==> src/rtl/dsm_cic_decim.sv <==
// Third-order CIC decimator: 1-bit delta-sigma stream in, offset-binary words out.
// Integrators run at the bit rate, combs at the decimated rate.
module dsm_cic_decim #(
   parameter int DECIM     = 32,
   parameter int OUT_WIDTH = 16
) (
   input  logic                 aclk,
   input  logic                 arst_n,
   input  logic                 s_axis_data_tdata,
   input  logic                 s_axis_data_tvalid,
   output logic                 s_axis_data_tready,
   output logic [OUT_WIDTH-1:0] m_axis_data_tdata,
   output logic                 m_axis_data_tvalid,
   input  logic                 m_axis_data_tready,
   output logic                 overrun
);

   localparam int LOG2  = $clog2(DECIM);
   localparam int ACC_W = 3*LOG2 + 2;
   localparam int SHIFT = 3*LOG2 - (OUT_WIDTH-1);
   localparam int CNT_W = LOG2;

   localparam logic signed [ACC_W-1:0] Y_MAX =
      ACC_W'((1 << (OUT_WIDTH-1)) - 1);
   localparam logic signed [ACC_W-1:0] Y_MIN = ~Y_MAX;

   logic [ACC_W-1:0] i1;
   logic [ACC_W-1:0] i2;
   logic [ACC_W-1:0] i3;
   logic [ACC_W-1:0] i3_nxt;
   logic [ACC_W-1:0] x;
   logic [CNT_W-1:0] cnt;
   logic             beat;
   logic             strobe;

   logic [ACC_W-1:0] cap;
   logic             cap_v;
   logic [ACC_W-1:0] d1;
   logic [ACC_W-1:0] d2;
   logic [ACC_W-1:0] d3;
   logic [ACC_W-1:0] c1;
   logic [ACC_W-1:0] c2;
   logic [ACC_W-1:0] c3;
   logic [ACC_W-1:0] c3_q;
   logic             c3_v;
   logic [1:0]       warm;

   logic signed [ACC_W-1:0]     y_sh;
   logic        [OUT_WIDTH-1:0] y_sat;
   logic        [OUT_WIDTH-1:0] y_ob;
   logic                        load;
   logic                        accept;

   assign beat   = s_axis_data_tvalid & s_axis_data_tready;
   assign strobe = beat & (cnt == CNT_W'(DECIM-1));
   assign x      = s_axis_data_tdata ? ACC_W'(1) : '1;
   assign i3_nxt = i3 + i2;

   always_ff @(posedge aclk) begin
      if (!arst_n) begin
         s_axis_data_tready <= 1'b0;
         i1    <= '0;
         i2    <= '0;
         i3    <= '0;
         cnt   <= '0;
         cap   <= '0;
         cap_v <= 1'b0;
      end else begin
         s_axis_data_tready <= 1'b1;
         cap_v              <= strobe;
         if (beat) begin
            i1  <= i1 + x;
            i2  <= i2 + i1;
            i3  <= i3_nxt;
            cnt <= cnt + CNT_W'(1);
         end
         if (strobe) begin
            cap <= i3_nxt;
         end
      end
   end

   assign c1 = cap - d1;
   assign c2 = c1 - d2;
   assign c3 = c2 - d3;

   // Start-up comb results see partial history; hold them back.
   always_ff @(posedge aclk) begin
      if (!arst_n) begin
         d1   <= '0;
         d2   <= '0;
         d3   <= '0;
         c3_q <= '0;
         c3_v <= 1'b0;
         warm <= 2'd0;
      end else begin
         c3_v <= 1'b0;
         if (cap_v) begin
            d1   <= cap;
            d2   <= c1;
            d3   <= c2;
            c3_q <= c3;
            if (warm == 2'd3) begin
               c3_v <= 1'b1;
            end else begin
               warm <= warm + 2'd1;
            end
         end
      end
   end

   always_comb begin
      y_sh  = $signed(c3_q) >>> SHIFT;
      y_sat = y_sh[OUT_WIDTH-1:0];
      if (y_sh > Y_MAX) begin
         y_sat = Y_MAX[OUT_WIDTH-1:0];
      end else if (y_sh < Y_MIN) begin
         y_sat = Y_MIN[OUT_WIDTH-1:0];
      end
      y_ob = {~y_sat[OUT_WIDTH-1], y_sat[OUT_WIDTH-2:0]};
   end

   assign accept = m_axis_data_tvalid & m_axis_data_tready;
   assign load   = c3_v & (~m_axis_data_tvalid | m_axis_data_tready);

   // A full, stalled output register wins over a new sample.
   always_ff @(posedge aclk) begin
      if (!arst_n) begin
         m_axis_data_tdata  <= '0;
         m_axis_data_tvalid <= 1'b0;
         overrun            <= 1'b0;
      end else begin
         if (load) begin
            m_axis_data_tdata  <= y_ob;
            m_axis_data_tvalid <= 1'b1;
         end else if (accept) begin
            m_axis_data_tvalid <= 1'b0;
         end
         if (c3_v & ~load) begin
            overrun <= 1'b1;
         end
      end
   end

endmodule

==> config.mk <==
export PLATFORM = sky130hd
export DESIGN_NAME = dsm_cic_decim
export DESIGN_NICKNAME = d
export VERILOG_FILES = /design/src/rtl/dsm_cic_decim.sv
export SDC_FILE = /design/constraint.sdc
export NUM_CORES = 1
export LEC_CHECK = 0
export ABC_AREA = 0
export BUFFER_PORTS_ARGS = -buffer_cell sky130_fd_sc_hd__buf_4
export CAP_MARGIN = 5
export CORE_MARGIN = 3
export CORE_UTILIZATION = 58
export DETAILED_ROUTE_END_ITERATION = 6
export PLACE_DENSITY_LB_ADDON = 0.25
export SYNTH_ARGS = -nofsm -noshare
export SYNTH_HDL_FRONTEND = slang
export SYNTH_SLANG_ARGS = --single-unit
==> constraint.sdc <==
create_clock -name aclk -period 5.15 [get_ports aclk]
set_clock_uncertainty 0.05 [all_clocks]
set_input_delay 0.515 -clock aclk [delete_from_list [all_inputs] [get_ports aclk]]
set_output_delay 0.515 -clock aclk [all_outputs]
set_load 0.01 [all_outputs]
==> impl_metrics.ini, run 1 <==
[logic_synthesis]
ys.flop_type = dfxtp_1
synth_edf_count = 0
synth_area_sq_um = 10500
ys_types = 65
async_reset_ff_share_pct = 0
syn-num-nets = 1375
ys_seq_elements = 164
synth.avg_cell_area_sq_um = 8.31
seq_area_frac_synth_pct = 31.2
synth_cells = 1266
yosys_warnings = 0

[clock_tree]
root_buffer = clkbuf_16
clockBufferDepth = 2
insertion_delay_ns = 0.43
cts_tree = yes
numCtsBuffers = 17
htreeDepth = 4
clk_pin_slew_worst_paths_ns = 0.07
hold_buffers = 0
cts_sinks = 164

[critical_path]
cp.required_ns = 5.43
crit_path_max_fanout = 4
crit_cells = 20
critPathTopFamily = compound AO/OA/AOI/OAI gates
worstSetupEndpointType = flop
rr_worst_depth = 20
crit_chain = inv_1 -> ha_1 -> fa_2 -> fa_1 -> nand2b_1 -> a21boi_0 -> o21ai_0 -> a21oi_1 -> o21ai_0 -> a21boi_1 -> o21a_1 -> nor2_1 -> xnor2_1 -> ha_1 -> nand2_1 -> o21ai_1 -> nor4b_1 -> a211o_1 -> xor2_1 -> a22o_2
path_buf_inv = 1
critPathLaunchType = flop
arrival_ns = 5.18
critPathMaxStageDelay_ns = 0.48
crit_type = reg2reg
slowest_stage = fa_2

[sta]
post-route-min-period_ns = 4.90
worst_pin_slew_ns = 0.975
fmax_mhz = 204
finalCritPeriodShare_pct = 95.2
finalHoldWorstSlack_ns = 0.364
setup_tns_ns = 0
finalMaxSlewViolations = 0
finalHoldViolCount = 0
setup-violations-final = 0
maxSlewHeadroom_pct = 34.9

[die]
chipHeight_um = 141
ios = 24
initial_core_util_pct = 60.0
die_x_um = 141
rows = 48
dieArea_sq_um = 19800
core-area_sq_um = 17500

[layout]
nNetsFinal = 1386
nFillCells = 1446
antennaDiodeCount = 0
stdcell_count = 1515
drive_above_1_share_pct = 9.15
area_delta_synth_final_pct = 11.7
finalInstanceArea_sq_um = 11700

[grt]
first_global_vias = 8247
grt_overflow = 0
grt_antenna_before_repair = 0
track_usage_pct = 22.9
grt_max_degree = 74
grt_pass1_wl_mm = 38.1

[placement]
place_area_sq_um = 10900
globalplace.congestion = 0.868
port_buffers = 23
dp_hpwl_mm = 15.4
dpl.cell_count = 1477

[routing]
viasPerCell = 5.73
wl_per_cell_um = 14.9
vias = 8686
ant_nets = 0
drt_pass1_iterations = 6
drtIter0Drc = 570
drc = 0
finalWirelength_mm = 22.5

[power]
power_density_nw_per_um2 = 247
peakVddDrop_mv = 0.296
leakagePower_nw = 5.06

[hold_path]
hold_depth = 3
hp-class = in2reg

[outcome]
outcome = finished, final reports clean

[job]
max_cap_violations = 0
[registers in the layout, summed over array words and instances (netlist names), 2 cells and up]
register and cells:
cnt 5, warm 2, i2 17, c3_q 17, cap 17, d1 17, i3 17, i1 17
d2 17, m_axis_data_tdata 16, d3 17
[synth_stat cells, types with 4 or more instances]
library cell  instances  area (sq um)
a31oi_1               7          43.8
and2_1               34           213
nand4b_1              4          35.0
nor2b_1              61           382
xor2_1               33           289
buf_1                 5          18.8
dfxtp_1             164          3280
inv_1                79           297
a211oi_1              8          60.1
xnor2_1              48           420
and3_1                9          56.3
nand2b_1              9          56.3
o31ai_1               5          37.5
o21bai_1              4          30.0
o21a_1               27           203
o211a_1              22           220
fa_1                  6           120
nand4_1               5          31.3
nand2_1             125           469
ha_1                 98          1230
o211ai_1              5          37.5
o21ai_1               5          25.0
a21boi_0             25           188
mux2i_1              47           470
a21oi_1              88           440
clkbuf_1             46           173
o21ai_0              89           445
nor2_1               87           327
a211o_1               8          70.1
nor3b_1               4          30.0
a21o_1               30           225
nor3_1                5          25.0
nand3_1              26           130
[placed cells by master (no fill, tap or decap), types with 5 or more instances in the layout]
cell | synthesis | routed
dfxtp_1 | 164 | 160
nand2_1 | 125 | 123
ha_1 | 98 | 93
o21ai_0 | 89 | 86
nor2_1 | 87 | 86
a21oi_1 | 88 | 85
inv_1 | 79 | 79
nor2b_1 | 61 | 60
xnor2_1 | 48 | 48
mux2i_1 | 47 | 47
buf_4 | 0 | 43
and2_1 | 34 | 34
xor2_1 | 33 | 32
a21o_1 | 30 | 30
o21a_1 | 27 | 27
nand3_1 | 26 | 26
a21boi_0 | 25 | 24
o211a_1 | 22 | 22
clkbuf_16 | 0 | 17
and3_1 | 9 | 9
a211o_1 | 8 | 8
nand2b_1 | 9 | 8
a211oi_1 | 8 | 8
a31oi_1 | 7 | 6
nand4_1 | 5 | 5
o211ai_1 | 5 | 5
fa_1 | 6 | 5
[worst register-to-register path: cells and delay by family, from the launching register on]
| kind | cells | cell delay [ns] |
|---|---|---|
| DFF | 1 | 0.34 |
| and+or+nand+nor | 4 | 0.43 |
| xor gates and xnor gates | 2 | 0.29 |
| buffers and inverters | 1 | 0.04 |
| adders and majority gates | 4 | 1.49 |
| AOI/OAI and AO/OA | 9 | 2.15 |
[where the power goes]
| part | leakage [nW] | switching [W] | total [W] | internal, W |
|---|---|---|---|---|
| sequential | 1.33 | 0.0000193 | 0.00131 | 0.00129 |
| combinational | 3.42 | 0.000129 | 0.000227 | 0.0000978 |
| clock | 0.306 | 0.000555 | 0.00137 | 0.000817 |
| total | 5.06 | 0.000703 | 0.00291 | 0.00220 |
[layer usage]
layer / global-route usage, % / wire [um] / vias up
met4: 6.17 / 305 / 0
met1: 30.9 / 11200 / 4078
li1: - / - / 4440
met5: 0 / 0 / -
met2: 37.6 / 10400 / 135
met3: 4.34 / 712 / 33
[repair_timing]
| action | CTS | global route |
|---|---|---|
| cloned | 0 | 0 |
| pin swaps | 4 | 19 |
| buffers inserted | 1 | 5 |
| endpoints found under the setup margin | 2 | 4 |
| resized for setup | 6 | 33 |
[area by class of cell]
type                            count  area [sq um]  area share [%]
Multi-Input combinational cell    972          6930            59.0
Sequential cell                   164          3290            28.0
Clock buffer                       17           425            3.62
Timing Repair Buffer               43           323            2.75
Inverter                           79           297            2.52
Tap cell                          225           282            2.40
Clock inverter                     15           201            1.71
[through the flow]
stage / util [%] / total power, W / setup slack, ns
final: 67.0 / 0.00291 / 0.249
after global routing: 67.0 / 0.00301 / -0.0437
after CTS: 65.9 / 0.00292 / 0.0236
after detailed placement: 62.1 / 0.00156 / -0.00506
after global placement: 62.1 / 0.00156 / 0.117
after floorplan: - / 0.00151 / 0.265
[final timing paths]
path	startpoint	endpoint	slack (ns)
min	m_axis_data_tready	m_axis_data_tvalid	0.36
max	cap[0]	c3_q[16]	0.25
min reg2reg	i3[13]	i3[13]	0.42
max reg2reg	cap[0]	c3_q[16]	0.25
[kinds of logic after synthesis]
family / after synthesis / synth area share (%)
compound gates: 353 / 22.1
xor+xnor: 81 / 6.74
fa+ha+maj: 104 / 12.8
buf+inv: 130 / 4.64
flops: 164 / 31.2
mux: 48 / 4.58
simple gates: 386 / 17.9
Note: power is estimated with default switching activity, not from simulation.
==> run 2: changes to the inputs <==
--- a/config.mk
+++ b/config.mk
@@ -9,9 +9,10 @@
 export BUFFER_PORTS_ARGS = -buffer_cell sky130_fd_sc_hd__buf_4
 export CAP_MARGIN = 5
 export CORE_MARGIN = 3
-export CORE_UTILIZATION = 58
+export CORE_UTILIZATION = 54
 export DETAILED_ROUTE_END_ITERATION = 6
 export PLACE_DENSITY_LB_ADDON = 0.25
+export SKIP_LAST_GASP = 1
 export SYNTH_ARGS = -nofsm -noshare
 export SYNTH_HDL_FRONTEND = slang
 export SYNTH_SLANG_ARGS = --single-unit
==> impl_metrics.ini, run 2 (synthesis gave the netlist of run 1 again) <==
[layout]
post-route-util_pct = 62.6
layout_common_cells = dfxtp_1 (161), nand2_1 (124), ha_1 (93)
stdcell_count = 1552
area_delta_synth_final_pct = 12.3
antennaDiodeCount = 0
nNetsFinal = 1389
final_common_cell = dfxtp_1
drive_above_1_share_pct = 9.83

[critical_path]
path_buf_inv = 2
cp.required_ns = 5.42
critPathMaxStageDelay_ns = 0.43
crit_cells = 26
crit_path_max_fanout = 3
r2r-start = cap[0]
worstSetupEndpointType = flop
crit_type = reg2reg
r2r_slack_ns = 0.19
startpoint = cap[0]
critPathTopFamily = compound AO/OA/AOI/OAI gates
endpoint = c3_q[16]
r2r-end = c3_q[16]
slowest_stage = or3_4
arrival_ns = 5.23
critPathLaunchType = flop
rr_worst_depth = 26

[power]
p_sw_w = 0.000711
switching_share_pct = 25.0
p_comb_share_pct = 7.9
pwr-share-seq_pct = 46.0
power_frac_clock_pct = 46.1
p_int_w = 0.00213
power_density_nw_per_um2 = 240
totalPowerFinal_w = 0.00284
peakVddDrop_mv = 0.206
leakagePower_nw = 5.08

[die]
die_x_um = 146
initial_core_util_pct = 55.7
chipHeight_um = 146
core-area_sq_um = 18900
dieArea_sq_um = 21200
ios = 24
rows = 50

[grt]
track_usage_pct = 20.2
grt_pass1_wl_mm = 37.2
first_global_vias = 8044
grt_overflow = 0
grt_max_degree = 106
grt_antenna_before_repair = 0

[clock_tree]
clockBufferDepth = 2
root_buffer = clkbuf_16
insertion_delay_ns = 0.43
htreeDepth = 4
cts_tree = yes
hold_buffers = 0
numCtsBuffers = 17
cts_sinks = 164
clk_pin_slew_worst_paths_ns = 0.07

[placement]
dp_hpwl_mm = 14.5
globalplace.congestion = 0.863
preCtsSetupSlack_ns = 0.00371
port_buffers = 23
dpl.cell_count = 1515

[hold_path]
hp-class = in2reg
hold_depth = 3

[routing]
finalWirelength_mm = 21.2
viasPerCell = 5.47
drt_pass1_iterations = 6
vias = 8490
ant_nets = 0
drc = 0
wl_per_cell_um = 13.7
drtIter0Drc = 524

[sta]
layout_setup_ws_ns = 0.194
finalCritPeriodShare_pct = 96.2
finalMaxSlewViolations = 0
post-route-min-period_ns = 4.96
finalHoldViolCount = 0
maxSlewHeadroom_pct = 36.0
fmax_mhz = 202
worst_pin_slew_ns = 0.959
setup-violations-final = 0
setup_tns_ns = 0

[job]
max_cap_violations = 0

[outcome]
outcome = finished, final reports clean
## run 2: cell type report
| type | count | area (sq um) |
|---|---|---|
| timing repair buffer | 46 | 345 |
| sequential | 164 | 3290 |
| fill | 1650 | 7070 |
| clock inverter | 13 | 160 |
| multi-input combinational | 972 | 6960 |
| tap | 260 | 325 |
| inverter | 79 | 297 |
| clock buffer | 18 | 439 |
## run 2: power groups by stage
stage | clock network [W] | registers [W] | logic [W]
after global routing | 0.00138 | 0.00131 | 0.000253
after CTS | 0.00134 | 0.00131 | 0.000224
after global placement | 0 | 0.00133 | 0.000217
after detailed placement | 0 | 0.00134 | 0.000223
final | 0.00131 | 0.00131 | 0.000225
after floorplan | 0 | 0.00133 | 0.000182
## run 2: per-layer routing
layer / global-route usage [%] / part of all wire [%] / vias up
met1: 28.8 / 52 / 3944
met2: 32.3 / 44 / 98
met5: 0 / 0 / -
met3: 3.08 / 2.5 / 12
li1: - / - / 4436
met4: 4.99 / 0.84 / 0
## run 2: metrics by stage
step                instance area (sq um)  hold WS, ns
floorplan                           10500        0.392
CTS                                 11600        0.359
finish                              11800        0.371
detailed placement                  11000        0.409
global route                        11800        0.377
global placement                    11000        0.406
## run 2: worst min-delay path by stage
stage,start,end,slack [ns]
after floorplan,d2[15],d2[15],0.39
after global placement,cnt[4],cnt[4],0.41
after detailed placement,d2[15],d2[15],0.41
after CTS,m_axis_data_tready,m_axis_data_tvalid,0.36
after global routing,m_axis_data_tready,m_axis_data_tvalid,0.38
final,m_axis_data_tready,m_axis_data_tvalid,0.37
## run 2: worst min-delay path: cells and delay by family
| kind | cells | cell delay, ns |
|---|---|---|
| compound gates | 1 | 0.16 |
| buf+inv | 1 | 0.08 |
| simple gates | 1 | 0.05 |
## run 2: timing repair
action | CTS | global route
buffers inserted | 0 | 6
endpoints found under the hold margin | 0 | 0
setup endpoints to repair | 2 | 6
resized for setup | 2 | 46
pin swaps | 0 | 22
